## config.mk

```make
export PLATFORM = sky130hd
export DESIGN_NAME = latch_write_sequencer
export DESIGN_NICKNAME = d
export VERILOG_FILES = /design/src/rtl/latch_write_sequencer.sv
export SDC_FILE = /design/constraint.sdc
export NUM_CORES = 1
export LEC_CHECK = 0
export ABC_CLOCK_PERIOD_IN_PS = 2029
export CAP_MARGIN = 20
export CORE_MARGIN = 4
export CORE_UTILIZATION = 41
export DETAILED_ROUTE_END_ITERATION = 8
export PLACE_DENSITY = 0.86
export REMOVE_ABC_BUFFERS = 1
export SYNTH_ARGS = -nofsm -noshare
export SYNTH_HDL_FRONTEND = slang
export SYNTH_SLANG_ARGS = --single-unit
export TNS_END_PERCENT = 1
```

## constraint.sdc

```tcl
create_clock -name clk -period 2.03 [get_ports clk]
set_input_delay 0.609 -clock clk [delete_from_list [all_inputs] [get_ports clk]]
set_output_delay 0.609 -clock clk [all_outputs]
set_load 0.02 [all_outputs]
```

## src/rtl/latch_write_sequencer.sv

```systemverilog
`default_nettype none
// ============================================================================
// Module   : latch_write_sequencer
// Purpose  : Lets N_REQ requesters share one level-sensitive D latch. A
//            round-robin arbiter picks one requester and samples its data
//            once. The block then drives the latch in a fixed order: D is
//            set up for one cycle, the gate is held open for HOLD_CYC cycles,
//            and D is held for one more cycle after the gate closes. The
//            owner receives a single-cycle ack in that last cycle.
// Ports    : clk       - system clock, rising edge
//            rst_n     - asynchronous reset, active low
//            req       - per-requester write request (level, held until ack)
//            req_data  - requester i data in bits [i*DATA_W +: DATA_W]
//            ack       - one-hot completion pulse to the owner
//            busy      - high whenever the sequencer is not idle
//            owner     - index of the current or most recent owner
//            gate      - latch enable
//            gate_d    - latch D input
// Revision : 1.0 - initial release
// ============================================================================
module latch_write_sequencer #(
  parameter int N_REQ    = 4,
  parameter int DATA_W   = 8,
  parameter int HOLD_CYC = 2
) (
  input  logic                      clk,
  input  logic                      rst_n,
  input  logic [N_REQ-1:0]          req,
  input  logic [N_REQ*DATA_W-1:0]   req_data,
  output logic [N_REQ-1:0]          ack,
  output logic                      busy,
  output logic [$clog2(N_REQ)-1:0]  owner,
  output logic                      gate,
  output logic [DATA_W-1:0]         gate_d
);

  localparam int IW = $clog2(N_REQ);
  localparam int CW = (HOLD_CYC > 1) ? $clog2(HOLD_CYC) : 1;
  localparam logic [CW-1:0] CNT_LAST = CW'(HOLD_CYC - 1);
  localparam logic [IW-1:0] IDX_LAST = IW'(N_REQ - 1);

  localparam logic [1:0] ST_IDLE  = 2'd0;
  localparam logic [1:0] ST_SETUP = 2'd1;
  localparam logic [1:0] ST_OPEN  = 2'd2;
  localparam logic [1:0] ST_CLOSE = 2'd3;

  logic [1:0]    state;
  logic [IW-1:0] rr_ptr;
  logic [CW-1:0] cnt;

  logic          found;
  logic [IW-1:0] pick;
  logic [IW-1:0] pick_next;

  // Round-robin search: the first active request at or after rr_ptr wins.
  always_comb begin
    int idx;
    found = 1'b0;
    pick  = '0;
    idx   = 0;
    for (int k = 0; k < N_REQ; k++) begin
      idx = int'(rr_ptr) + k;
      if (idx >= N_REQ) idx = idx - N_REQ;
      if (!found && req[idx]) begin
        found = 1'b1;
        pick  = IW'(idx);
      end
    end
  end

  // Pointer moves just past the winner so the winner becomes lowest priority.
  assign pick_next = (pick == IDX_LAST) ? '0 : pick + IW'(1);

  // All outputs are registers; each state transition updates them so that
  // gate and gate_d are never changed on the same edge.
  always_ff @(posedge clk or negedge rst_n) begin
    if (!rst_n) begin
      state  <= ST_IDLE;
      rr_ptr <= '0;
      cnt    <= '0;
      owner  <= '0;
      gate   <= 1'b0;
      gate_d <= '0;
      ack    <= '0;
      busy   <= 1'b0;
    end else begin
      case (state)
        ST_IDLE: begin
          if (found) begin
            owner  <= pick;
            gate_d <= req_data[pick*DATA_W +: DATA_W];
            rr_ptr <= pick_next;
            busy   <= 1'b1;
            state  <= ST_SETUP;
          end
        end
        ST_SETUP: begin
          gate  <= 1'b1;
          cnt   <= '0;
          state <= ST_OPEN;
        end
        ST_OPEN: begin
          if (cnt == CNT_LAST) begin
            gate  <= 1'b0;
            ack   <= N_REQ'(1) << owner;
            state <= ST_CLOSE;
          end else begin
            cnt <= cnt + CW'(1);
          end
        end
        ST_CLOSE: begin
          ack   <= '0;
          busy  <= 1'b0;
          state <= ST_IDLE;
        end
        default: begin
          gate  <= 1'b0;
          ack   <= '0;
          busy  <= 1'b0;
          state <= ST_IDLE;
        end
      endcase
    end
  end

endmodule
`default_nettype wire

```

==> summary.md <==
| Metric | Value |
|---|---|
| Status | `finished, final reports clean` |
| Ant. Diodes | `0` |
| Cell taking the most area after synthesis | `dfrtp_1` |
| Routability Congestion | `0.801` |
| Post-route ant nets | `0` |
| # H-tree levels | `1` |
| Final HPWL DP | `2490 um` |
| Min-Delay Path Class | `reg -> reg` |
| CTS Buf Count | `3` |
| Final hold vios | `0` |
| Clock power frac | `8.0%` |
| FF-to-FF End | `gate_d[1]` |
| Synth Warn # | `0` |
| Synth cell types | `32` |
| Fmax | `0.510 GHz` |
| GR Layer Usage met3 | `2.16%` |
| Mapped Area | `1200 um^2` |
| Reg2reg start | `rr_ptr[1]` |
| Vias in the first global route | `1200` |
| Drt total wl | `3210 um` |
| Post-CTS Hold Buffers | `0` |
| PortBufs | `53` |
| Post-layout min period | `1.96 ns` |
| Setup violations, final | `0` |
| Drt via density | `5.34` |
| Post-synthesis sequential area ratio | `43.6%` |
| Post-route clock period utilization | `96.6%` |
| Critical-path maximum fanout | `4` |
| Total GRT Usage | `16.3%` |
| R2r setup slk | `0.27 ns` |
| CP bufs+invs | `1` |
| Grt ovf | `0` |
| Crit-path leading delay family | `buffers and inverters` |
| First-pass GRT wire length | `5280 um` |
| Switching Fraction | `41.8%` |
| Max-slew violations | `0` |
| DRT iter0 DRCs | `73` |
| Clk buf depth | `2` |
| Gate power share | `60.8%` |
| M1 GR Usage | `18.6%` |
| WHS | `0.503 ns` |
| DRC Markers | `0` |
| GR Util met2 | `29.5%` |
| Gate Count Post-Synth | `120` |
| CP required | `1.42 ns` |
| Slowest stage delay, CP | `0.63 ns` |
| Unrepaired setup endpoints after global routing | `no` |
| Setup Skew | `0.00172 ns` |
| Clock transition at the registers of the reported paths | `0.11 ns` |
| Worst Setup SP | `owner[1]` |
| Worst-Margin Slew | `0.353 ns` |
| Worst vdd ir | `0.000883 V` |
| Initial antenna violation count | `0` |
| Cells on worst reg2reg path | `6` |
| WHS Endpoint | `gate_d[2]` |
| Synthesized flop and latch total | `21` |
| Core Area | `2780 um^2` |
| Part of the power in registers | `31.2%` |
| Die Span Y | `62.2 um` |
| Crit path cell chain | `clkdlybuf4s50_1` |
| WP data arrival | `1.35 ns` |
| Die area | `3870 um^2` |
| Avg Cell Area, Syn | `10.0 um^2` |
| Internal power | `1.47 mW` |
| Leading post-synthesis cells by cell area | `dfrtp_1 44%, mux2i_1 13%, nand2_1 6.5%` |
| I/O pin total | `54` |
| Startpoint Class | `flop` |
| Largest net degree at the start of global routing | `22` |
| Commonest non-fill, non-tap cell in the layout | `clkdlybuf4s50_1` |
| Site row count | `19` |
| Root buffer cell | `clkbuf_4` |
| MaxCap Viol Count | `0` |
| Die width | `62.2 um` |
| Slowest CP cell | `clkdlybuf4s50_1` |
| Nets@finish | `229` |
| DR WL/cell | `14.8 um` |
| CP Capture Type | `primary output` |
| Area grow syn2layout | `60.3%` |
| Cells on Worst Hold Path | `2` |
| CTS tree | `done` |
| Hold path start | `gate_d[2]` |
| Via count | `1159` |
| Fraction of layout cells with a size suffix above 1 | `14.0%` |
| Switching Power | `1.06 mW` |
| WS Path Type | `reg -> out` |
| Initial DRT Pass Iterations | `4` |
| Final Power | `2.53 mW` |
| Clk sinks | `21` |
| Gr busiest metal | `met2` |
| Initial core utilization | `43.3%` |
| Leading cell types in the layout, fill and taps excluded | `50 x clkdlybuf4s50_1, 21 x dfrtp_1, 20 x nand2_1, 15 x mux2i_1, 10 x buf_4` |
| Leak | `0.883 nW` |
| Setup Total Neg Slack | `0 ns` |
| Slew headroom | `76.4%` |
| Worst-Skew Late Latency | `0.30 ns` |
| Pwr dens | `1310 nW/um^2` |
| Share of the synthesized area in the top cell type | `43.6%` |
==> worst max-delay path by stage <==
| stage | to | slack [ns] | depth (start not counted) |
|---|---|---|---|
| 2_1_floorplan | gate_d[0] | 0.11 | 4 |
| 3_3_place_gp | gate_d[6] | -0.40 | 6 |
| 3_5_place_dp | gate_d[6] | -0.50 | 6 |
| 4_1_cts | gate_d[3] | -0.0001 | 7 |
| 5_1_grt | gate_d[1] | 0.02 | 6 |
| 6_report | owner[1] | 0.07 | 1 |
==> through the flow <==
stage / std cells / util [%] / setup WS (ns) / cell area [um^2]
3_5_place_dp: 211 / 65.6 / -0.502 / 1830
3_3_place_gp: 211 / 65.6 / -0.396 / 1830
2_1_floorplan: 117 / - / 0.106 / 1180
6_report: 217 / 69.5 / 0.0686 / 1930
5_1_grt: 217 / 69.5 / 0.0150 / 1930
4_1_cts: 216 / 67.4 / -0.000113 / 1870
==> repair_timing <==
item | in CTS | in global routing
gates cloned | 0 | 1
setup endpoints to repair | 8 | 9
buffers inserted | 1 | 0
pin swaps | 1 | 4
gates resized for setup | 1 | 8
==> cells in the mapped netlist <==
library cell / instances
a21oi_1: 3
a21oi_2: 1
a22oi_1: 2
a2bb2oi_1: 1
and2b_1: 1
and3_1: 1
buf_2: 1
buf_4: 1
buf_6: 1
dfrtp_1: 21
ha_1: 4
inv_1: 4
inv_2: 2
mux2_2: 1
mux2i_1: 16
nand2_1: 21
nand2b_1: 1
nand3_1: 3
nor2_1: 8
nor2b_1: 3
nor4_1: 1
o211a_1: 1
o211ai_1: 1
o21ai_0: 4
o21ai_1: 3
o21ai_2: 1
o221ai_1: 8
o221ai_4: 1
o22a_1: 1
o22ai_1: 1
o32ai_2: 1
or2_1: 1
==> cells by family after synthesis <==
| family | share of synthesized area, % |
|---|---|
| buffers and inverters | 3.84 |
| and+or+nand+nor | 14.5 |
| muxes | 14.2 |
| DFF | 43.6 |
| adders and majority gates | 4.15 |
| AOI/OAI and AO/OA | 19.6 |
==> per-layer routing <==
layer,part of all wire (%),vias to the layer above
met5,0,-
met4,1.4,0
met3,3.8,4
met2,54,32
met1,41,554
li1,-,569
==> power by group through the flow <==
stage / sequential, mW / clock (mW) / combinational, mW
finish: 0.788 / 0.202 / 1.54
global route: 0.820 / 0.228 / 1.67
CTS: 0.780 / 0.207 / 1.48
detailed placement: 0.788 / 0 / 1.44
global placement: 0.777 / 0 / 1.39
floorplan: 0.936 / 0 / 0.682
==> final cells by class <==
cell class                 instances  area (um^2)
tap                               31         38.8
sequential                        21          526
timing repair buffer              65          658
inverter                           6         22.5
clock buffer                       4         26.3
multi-input combinational         90          661
fill                             218          850
==> registers in the layout, indices dropped and copies added (netlist names) <==
signal  cells
busy        1
rr_ptr      2
ack         4
cnt         1
state       2
owner       2
gate        1
gate_d      8
(Power assumes the default switching activity.)
